--- src/rtl/brightness_pixel_writer.sv ---
// Buffers filtered pixels from the brightness filter in a small FIFO and writes them
// sequentially to the frame SRAM, one acknowledged word at a time.
module brightness_pixel_writer #(
  parameter int unsigned FIFO_DEPTH = 8,
  parameter int unsigned ADDR_W     = 16
) (
  input  logic              clk,
  input  logic              n_rst,
  input  logic              start,
  input  logic [ADDR_W-1:0] base_addr,
  input  logic [15:0]       num_pixels,
  input  logic [31:0]       pix_in,
  input  logic              pix_valid,
  output logic              pix_ready,
  output logic              mem_wen,
  output logic [ADDR_W-1:0] mem_addr,
  output logic [31:0]       mem_wdata,
  input  logic              mem_ack,
  output logic              busy,
  output logic              done
);

  localparam int unsigned PtrW = (FIFO_DEPTH > 1) ? $clog2(FIFO_DEPTH) : 1;
  localparam int unsigned CntW = PtrW + 1;

  typedef enum logic [1:0] {StIdle, StWait, StWrite, StDone} state_e;

  state_e            r_state;
  logic [31:0]       r_fifo [FIFO_DEPTH];
  logic [PtrW-1:0]   r_wptr;
  logic [PtrW-1:0]   r_rptr;
  logic [CntW-1:0]   r_count;
  logic [15:0]       r_accepted;
  logic [15:0]       r_written;
  logic [15:0]       r_job_len;
  logic [ADDR_W-1:0] r_addr;

  logic            w_push;
  logic            w_pop;
  logic [CntW-1:0] w_count_next;

  // Ready depends on registered state only; a same-cycle pop never frees a full FIFO slot.
  assign pix_ready = ((r_state == StWait) || (r_state == StWrite)) &&
                     (r_count < CntW'(FIFO_DEPTH)) && (r_accepted < r_job_len);

  assign w_push       = pix_valid & pix_ready;
  assign w_pop        = (r_state == StWrite) & mem_ack;
  assign w_count_next = r_count + CntW'(w_push) - CntW'(w_pop);

  assign mem_wen   = (r_state == StWrite);
  assign mem_addr  = mem_wen ? r_addr : '0;
  assign mem_wdata = mem_wen ? r_fifo[r_rptr] : '0;
  assign busy      = (r_state != StIdle);
  assign done      = (r_state == StDone);

  always_ff @(posedge clk) begin
    if (w_push) begin
      r_fifo[r_wptr] <= pix_in;
    end
  end

  always_ff @(posedge clk) begin
    if (!n_rst) begin
      r_state    <= StIdle;
      r_wptr     <= '0;
      r_rptr     <= '0;
      r_count    <= '0;
      r_accepted <= '0;
      r_written  <= '0;
      r_job_len  <= '0;
      r_addr     <= '0;
    end else begin
      r_count <= w_count_next;
      if (w_push) begin
        r_wptr     <= r_wptr + PtrW'(1);
        r_accepted <= r_accepted + 16'd1;
      end
      if (w_pop) begin
        r_rptr <= r_rptr + PtrW'(1);
      end

      unique case (r_state)
        StIdle: begin
          if (start) begin
            r_addr     <= base_addr;
            r_job_len  <= num_pixels;
            r_accepted <= '0;
            r_written  <= '0;
            r_state    <= (num_pixels == 16'd0) ? StDone : StWait;
          end
        end
        StWait: begin
          if (r_count != '0) begin
            r_state <= StWrite;
          end
        end
        StWrite: begin
          if (mem_ack) begin
            r_addr    <= r_addr + ADDR_W'(4);
            r_written <= r_written + 16'd1;
            if ((r_written + 16'd1) == r_job_len) begin
              r_state <= StDone;
            end else if (w_count_next != '0) begin
              r_state <= StWrite;
            end else begin
              r_state <= StWait;
            end
          end
        end
        StDone: begin
          r_state <= StIdle;
        end
        default: begin
          r_state <= StIdle;
        end
      endcase
    end
  end

endmodule

--- config.mk ---
export PLATFORM = sky130hd
export DESIGN_NAME = brightness_pixel_writer
export DESIGN_NICKNAME = d
export VERILOG_FILES = /design/src/rtl/brightness_pixel_writer.sv
export SDC_FILE = /design/constraint.sdc
export NUM_CORES = 1
export LEC_CHECK = 0
export ABC_AREA = 1
export CAP_MARGIN = 20
export CORE_AREA = 2 2 170 172
export DETAILED_ROUTE_END_ITERATION = 16
export DIE_AREA = 0 0 172 174
export GPL_ROUTABILITY_DRIVEN = 1
export PLACE_DENSITY = 0.76
export SYNTH_ARGS = -nofsm -noshare
export SYNTH_HDL_FRONTEND = slang
export SYNTH_SLANG_ARGS = --single-unit
--- constraint.sdc ---
create_clock -name clk -period 3.7 [get_ports clk]
set_input_delay 1.11 -clock clk [delete_from_list [all_inputs] [get_ports clk]]
set_output_delay 1.11 -clock clk [all_outputs]
set_load 0.02 [all_outputs]
After elaboration in Yosys (flattened, before gate mapping). Memory sizes are Yosys's and may differ from the RTL's. A register that Yosys moved wholly into a read port is not among the register bits. Index checks and enable logic that the tools add are counted.

Output and inout bits: 52. Bits in registers: 76. Input port bits: 69. Bits in writable memories: 256. Memories: 1. Word-level logic and storage cells: 61.

Mux-type cells: 22. Reductions and logical operators: 12. Bitwise gates (word level): 2. Add/subtract/negate cells: 7. Equal/unequal tests: 7. Magnitude comparators: 2.

Memories: r_fifo (words 8, width 32, rd ports 1, clocked after Yosys merged registers in 1, wr ports 1, RTL line 29) `logic [31:0] r_fifo [FIFO_DEPTH];`.

Operators with widths (number): 2-to-1 mux 16 bit (8); one-hot mux 16 bit (2 select lines) (2); adder 16 x 1 -> 16 bit, second input constant (2); 2-to-1 mux 32 bit (1); adder 16 x 3 -> 16 bit, second input constant (1); == test 16 bit (1); zero test 16 bit (1); < comparator 16 bit (1); 2-to-1 mux 2 bit (6); one-hot mux 2 bit (4 select lines) (1); nonzero test 4 bit (2); adder 3 x 1 -> 3 bit, second input constant (2); 2-to-1 mux 3 bit (2); AND reduction 3 bit (2); adder 4 x 1 -> 4 bit (1); == test 2 bit, second input constant (2); < comparator 4 bit, second input constant (1); inequality test 2 x 1 -> 1 bit, second input constant (2); nonzero test 2 bit (2); subtractor 4 x 1 -> 4 bit (1); AND 1 bit (2); == test 2 x 1 -> 1 bit, second input constant (1); logical AND 1 bit (2); zero test 2 bit (1); 4 further kinds (5).

Logic depth before layout (Yosys ltp). Gate-level depths: netlist of run 1.

Word-level depth: 12. Depth in mapped cells: 22. Depth with buffers taken out: 21.

Worst setup path before layout of run 1. No wires, ideal clock.

Path kind: register -> register. Start: register r_job_len[5]. End: memory r_fifo[1][0], enable pin. Path buffers: 1. Data arrival time: 3.033 ns. Cell stages (with the launch flop): 13. Period minus slack after synthesis: 3.454 ns. Path slack: 0.246 ns. Setup time: 0.421 ns. Data required time: 3.279 ns. Path through: dfxtp_1 inv_1 ha_1 a21oi_1 nor2_1 a211oi_1 nand2_1 a21boi_1 nand3_1 buf_2 nor2_1 inv_1 nor2_1.

Longest elaborated chain between the ends: 5.

RTL lines: from (decl) (RTL line 35) `logic [15:0] r_job_len;`; from (signal assigned) (RTL line 86) `r_job_len <= num_pixels;`; < comparator 16 bit (RTL line 44) `(r_count < CntW'(FIFO_DEPTH)) && (r_accepted < r_job_len);`; logical AND 1 bit (RTL line 44); AND 1 bit (RTL line 46) `assign w_push = pix_valid & pix_ready;`; 2-to-1 mux 1 bit (RTL line 57) `if (w_push) begin`; 2-to-1 mux 1 bit (implied by the code) (RTL line 58) `r_fifo[r_wptr] <= pix_in;`; to (decl) (RTL line 29).

No other way between the ends.

==> results of run 1 <==
-- cell families after synthesis --
logic type	count (synthesis)
compound gates	369
xor+xnor	16
fa+ha+maj	31
buf+inv	178
flops	335
simple gates	540
-- Yosys cell counts (all sizes together) (14+ instances only) --
cell / instances
a21oi: 67
nand3: 65
clkbuf: 59
nand2: 174
edfxtp: 256
buf: 14
o21ai: 216
a31oi: 38
ha: 30
inv: 102
dfxtp: 79
nor2: 266
o22ai: 32
-- final cells by class --
| class | count | share of cell area (%) |
|---|---|---|
| clock buffer | 46 | 5.32 |
| multi-input combinational | 956 | 27.1 |
| timing repair buffer | 161 | 9.68 |
| inverter | 105 | 2.24 |
| clock inverter | 15 | 0.982 |
| antenna | 1 | 0.0140 |
| tap | 384 | 2.69 |
| sequential | 335 | 52.0 |
-- worst paths after layout --
| path | from | slack [ns] | end |
|---|---|---|---|
| worst max register to register | r_job_len[9] | 0.35 | r_state[1] |
| worst min register to register | r_rptr[2] | 0.47 | register |
| worst max-delay path | register | 0.11 | mem_wdata[28] |
| worst min-delay path | r_rptr[2] | 0.47 | register |
-- flip-flops by register name, indices dropped and copies added (netlist names), 3 cells and up, named ones only --
name and count:
r_written 16, r_fifo 256, r_addr 16, r_wptr 3
r_rptr 3, r_accepted 16, r_job_len 16, r_count 4
-- metrics by stage --
step                worst slack [ns]  setup TNS, ns
floorplan                      0.246              0
finish                         0.115              0
global placement             -0.0109        -0.0109
detailed placement           -0.0152        -0.0152
global route                 0.00701              0
CTS                         0.000999              0
-- routing by layer --
metal | GRT usage (%) | share of wire [%] | vias to the layer above
li1 | - | - | 5399
met1 | 29.6 | 41 | 5362
met2 | 40.4 | 49 | 458
met3 | 4.62 | 7.8 | 96
met4 | 9.45 | 2.8 | 0
met5 | 0 | 0 | -
-- layout by cell type, fill, tap and decap left out, drive strengths merged, types with 2 or more instances in the layout --
master and n:
nor4 7, nor3 12, clkdlybuf4s50 91, buf 40, a41oi 3, or3 3, o22ai 32, a22oi 3
edfxtp 256, nand4 9, bufinv 3, nand2 174, nand3b 2, o211ai 2, dfxtp 79, o21ai 216
clkinv 12, a21oi 67, nor2 266, a31oi 38, dlymetal6s2s 16, nand3 65, inv 105, o21bai 2
dlygate4sd2 13, ha 30, xnor2 3, clkbuf 46, xor2 13, a211oi 2
-- worst register-to-register path, delay by kind of cell, from the launching register on --
family,cells,cell delay [ns]
AOI/OAI and AO/OA,5,0.67
adders and majority gates,4,1.26
buffers and inverters,4,0.26
DFF,1,0.32
and+or+nand+nor,6,0.72
-- what timing repair did --
item / CTS / global route
hold buffers: 0 / 0
gates resized for setup: 19 / 21
endpoints found under the setup margin: 47 / 30
gates cloned: 1 / 0
pin swaps: 0 / 1
hold endpoints to repair: 0 / 0
-- power groups by stage --
stage	combinational (µW)	clock (µW)	sequential, µW
2_1_floorplan	1190	0	4570
3_3_place_gp	1770	0	4590
3_5_place_dp	1820	0	4610
4_1_cts	1840	3500	4530
5_1_grt	2090	3660	4570
6_report	1860	3460	4540
==> impl_results.md, run 1 <==
* Synth-to-Final Area Change at 21.3%
* Max_cap viols at 0
* Core Util, Final at between 60% and 70%
* Min cycle time layout at 3.59 ns
* XOR/XNOR Fraction of Synth Area at 0.953%
* Drt first pass iters at 7
* Final Net Count at ~1.7k
* Total power at 9860 µW
* Register bit total from synthesis at 335
* CTS Buf Count at 36
* Rel. slew slack at 60.8%
* Core area at approximately 0.028 mm²
* CP dominant cell by count: o21ai_0
* Pint at 7070 µW
* Async S/R FF share, synth at 0%
* Root Driver: clkbuf_16
* Final Instance Area at 0.0178 mm²
* Routed len/inst at 17.7 µm
* CP bufs+invs at 3
* Leak at 0.00662 µW
* Clk_skew at approximately 0.014 ns
* Critical path endpoint category: output port
* Sw Ratio at 28.3%
* FMAX at 0.279 GHz
* Syn Area/Cell at 10.0 µm²
* Seq/Total Area, Yosys at a little over three fifths
* GRT Resource Usage Total at 23.7%
* Setup Buffers After CTS at 0
* First-pass GRT wire length at 55700 µm
* Crit path DAT at 2.48 ns
* Final wirelength at around 35000 µm
* Worst vdd ir at 0.395 mV
* Worst-Margin Slew at 0.588 ns
* Combinational power share at between 10% and 20%
* Site Rows at between 60 and 70
* GRT overflow at 0
* DIE AREA at 0.0299 mm²
* PD cells at 553 mW/mm²
* Register area at slightly above 0.009 mm²
* Tcrit/Tclk final at 96.9%
* Synth Area in Compound Gates at 13.5%
* Starting Density at 52.1%
* Via count at 11.3k
* Layout fillers at 2222
* Synth unique cells at 44
* Placed insts at 1940
* Die width at 172 µm
* Fin Hold WS at 0.465 ns
* Post-synthesis net count at roughly 1.6k
* Syn Inst Count at about 1.5k
* CP required at 2.59 ns
* Hold Fails Final Rpt at 0
* Area contributors post-synth: edfxtp_1, dfxtp_1, o21ai_0, nor2_1, nand2_1
* # DRC at 0
* Final Max Tran Viols at 0
* Crit path max fanout at 22
* Vias in the first global route at 11.2k
* CP Class: register to output port
* Critical Path Slowest Stage Cell: clkdlybuf4s50_1
* Finished Layout Cells at 2003
* Status: finished clean
* Startpoint Class: register
* YS warnings at 0
* Post-DP HPWL at 21400 µm
* Initial antenna violation count at 1
* Worst path max stage delay at between 0.6 and 0.7 ns
* Layout cells sized above 1 at 7.17%
* Power share of the clock group at 35.1%
* DR vias/cell at 5.65
* H-tree level count at 2
* Clock Latency Late Sink at 0.52 ns
* Final ANT Viol Nets at 0
* Hold WC Path Type: register to register
* Cell depth of the worst flop-to-flop path at 19
* CTS tree: yes
* Final setup fails at 0
* Top Family by Delay on Critical Path: buffers and inverters
* Area of the mapped netlist at 0.0147 mm²
* Multi-input gate area at 0.00483 mm²
* Post-Synth Simple-Gate Area at 15.1%
* Cell count along the critical path at 7
* Clk buf depth at 3
* Ys flop type: edfxtp_1
* Cell Area, Placed at between 0.015 and 0.02 mm²
* Flop pwr share at 46.0%
* Synth top area share at between 50% and 60%
* Port buffer count at 120
* NetSw at 2790 µW
* CTS sink count at 335
* Unrepaired setup endpoints after global routing: no
* Post-synthesis mux area share at 0%
* Worst-path clk slew at 0.06 ns
* Post-synth EDFFs at 256
* Hold path cells at 1
* Main combinational cell family by area after synthesis: simple AND/OR/NAND/NOR gates
* DRT iter0 DRCs at 1274
* Critical path, cell by cell: inv_2, buf_6, o21ai_0, o22ai_1, o21ai_0, a31oi_1, clkdlybuf4s50_1
* IO Count at about 120
* Yosys top cell by area: edfxtp_1
* Die H at 174 µm
* Adder-cell share of the synthesized area at 2.69%
* Largest net degree at the start of global routing at 56
* RD Place Congestion at around 0.90
No activity file was read; power rests on OpenSTA's default activity.
==> run 2, diff against run 1 <==
--- a/config.mk
+++ b/config.mk
@@ -8,6 +8,7 @@
 export ABC_AREA = 1
 export CAP_MARGIN = 20
 export CORE_AREA = 2 2 170 172
+export CTS_CLUSTER_DIAMETER = 120
 export DETAILED_ROUTE_END_ITERATION = 16
 export DIE_AREA = 0 0 172 174
 export GPL_ROUTABILITY_DRIVEN = 1
==> results of run 2 <==
Final layout, timing and power as in run 1 (identical DEF).
==> run 3, diff against run 2 <==
--- a/config.mk
+++ b/config.mk
@@ -12,6 +12,7 @@
 export DETAILED_ROUTE_END_ITERATION = 16
 export DIE_AREA = 0 0 172 174
 export GPL_ROUTABILITY_DRIVEN = 1
+export MAX_ROUTING_LAYER = met4
 export PLACE_DENSITY = 0.76
 export SYNTH_ARGS = -nofsm -noshare
 export SYNTH_HDL_FRONTEND = slang
==> impl_results.md, run 3 (same netlist as run 1, synthesis figures left out) <==
* Worst-path clk slew at ~0.060 ns
* CTS tree: yes
* Final Net Count at 1696
* Die H at between 150 and 200 µm
* Site Rows at 62
* Port buffer count at 120
* Worst-Margin Slew at 0.647 ns
* Synth-to-Final Area Change at 21.1%
* Initial antenna violation count at 1
* Final wirelength at 35000 µm
* Total power at a little under 10000 µW
* Reg-to-reg critical path endpoint: r_state[1]
* CTS sink count at 335
* First-pass GRT wire length at 54800 µm
* Top Family by Delay on Critical Path: buffers and inverters
* Startpoint Class: register
* Power share of the clock group at 34.5%
* GRT Resource Usage Total at 23.8%
* DR vias/cell at 5.61
* IO Count at 121
* Crit path DAT at around 2.5 ns
* Flop-to-flop setup slack at 0.37 ns
* # DRC at 0
* CTS Buf Count at 36
* Flop pwr share at 46.7%
* Post-DP HPWL at roughly 22000 µm
* Layout cells sized above 1 at roughly 7.4%
* Final Max Tran Viols at 0
* Routed len/inst at 17.4 µm
* Rel. slew slack at between 50% and 60%
* Max_cap viols at 0
* Final ANT Viol Nets at 0
* Core Util, Final at a little over three fifths
* Cell count along the critical path at 7
* Worst path max stage delay at 0.64 ns
* Worst vdd ir at around 0.45 mV
* Cell depth of the worst flop-to-flop path at 20
* Hold WC Path Type: register to register
* Hold path cells at 1
* Crit path max fanout at 36
* Largest register by flop count: r_fifo
* Vias in the first global route at roughly 11k
* Hold Fails Final Rpt at 0
* CP bufs+invs at 3
* H-tree level count at 2
* Max reg flops at about 260
* Starting Density at 52.1%
* Commonest cells after routing, fill and taps aside: edfxtp_1, nor2_1, o21ai_0, nand2_1, inv_1
* Min cycle time layout at 3.60 ns
* CP Class: register to output port
* Largest net degree at the start of global routing at 56
* Clk buf depth at 3
* Hold_buf cts at 0
* Status: finished clean
* CP required at 2.59 ns
* Combinational power share at 18.8%
* FMAX at 0.278 GHz
* NetSw at 2780 µW
* Final setup fails at 0
* PD cells at 546 mW/mm²
* Unrepaired setup endpoints after global routing: no
* CP dominant cell by count: o21ai_0
* Via count at around 11k
* RD Place Congestion at 0.902
* Critical path endpoint category: output port
* Critical Path Slowest Stage Cell: clkdlybuf4s50_1
* Critical path, cell by cell: inv_2, buf_12, o21ai_0, o22ai_1, o21ai_0, a31oi_1, clkdlybuf4s50_1
* Tcrit/Tclk final at around 97%
* Crit path capture: mem_wdata[4]
* Most common cell after layout, fill and taps aside: edfxtp_1
* Root Driver: clkbuf_16
* GRT overflow at 0
* Reg-to-Reg Start: r_job_len[5]
* DIE AREA at 0.0299 mm²
* Pint at 6950 µW
* DRT iter0 DRCs at 1249
* Clk_skew at 0.0166 ns
* Sw Ratio at approximately 29%
* Clock Latency Late Sink at 0.53 ns
* Core area at 0.0282 mm²
* Leak at 0.00663 µW
* Drt first pass iters at 8
* Die width at 172 µm
==> run 3: cell types whose count changed in the layout (fill, tap and decap cells not counted), sizes merged <==
cell / delta
clkinvlp: +1
dlygate4sd2: -3
bufbuf: -1
inv: +2
dlymetal6s2s: +2
diode: +1
bufinv: -2
clkinv: +2
clkbuf: -1
buf: +2
clkdlybuf4s50: +1
==> run 3: through the flow <==
step	setup slack, ns	hold WS [ns]	instances	setup TNS, ns	area [µm²]
after floorplan	0.246	0.412	1469	0	14700
after global placement	0.00856	0.422	1941	0	16600
after detailed placement	-0.0163	0.430	1941	-0.0163	16600
after CTS	0.00124	0.428	2005	0	17700
after global routing	0.00671	0.448	2006	0	17800
final	0.100	0.428	2007	0	17800
==> run 3: repair_timing <==
action                                  4_1_cts  5_1_grt
hold endpoints to repair                      0        0
buffers inserted                              1        0
endpoints found under the setup margin       49       34
gates resized for setup                      17       24
==> run 3: final cells by class <==
class / instances / area (µm²)
Multi-Input combinational cell: 956 / 4830
Timing Repair Buffer: 162 / 1700
Tap cell: 384 / 480
Clock inverter: 18 / 149
Antenna cell: 2 / 5.00
Sequential cell: 335 / 9270
Inverter: 105 / 402
Fill cell: 2233 / 10400
Clock buffer: 45 / 955
==> run 3: worst reg2reg max path: cells and delay by family (launching register included) <==
kind | cells | cell delay, ns
fa+ha+maj | 4 | 1.24
simple gates | 8 | 0.86
compound gates | 4 | 0.55
flops | 1 | 0.32
buf+inv | 4 | 0.24
==> run 3: worst min-delay path by stage <==
stage                    from        to  slack (ns)
global route        r_rptr[2]  register        0.45
CTS                 r_rptr[2]  register        0.43
detailed placement  r_rptr[2]  register        0.43
floorplan           r_rptr[2]  register        0.41
global placement    r_rptr[2]  register        0.42
finish              r_rptr[2]  register        0.43
==> run 3: power by group through the flow <==
stage / combinational [µW] / sequential (µW) / clock (µW)
after floorplan: 1190 / 4570 / 0
after global placement: 1760 / 4600 / 0
after detailed placement: 1810 / 4610 / 0
after CTS: 1830 / 4530 / 3400
after global routing: 2050 / 4570 / 3560
final: 1830 / 4540 / 3350
==> run 3: routing by layer <==
metal,routed length [µm],GRT usage [%],part of all wire [%],vias up
li1,-,-,-,5408
met3,2400,3.69,6.9,66
met2,17300,39.6,50,459
met4,726,6.79,2.1,0
met5,0,-,0,-
met1,14500,30.3,41,5331
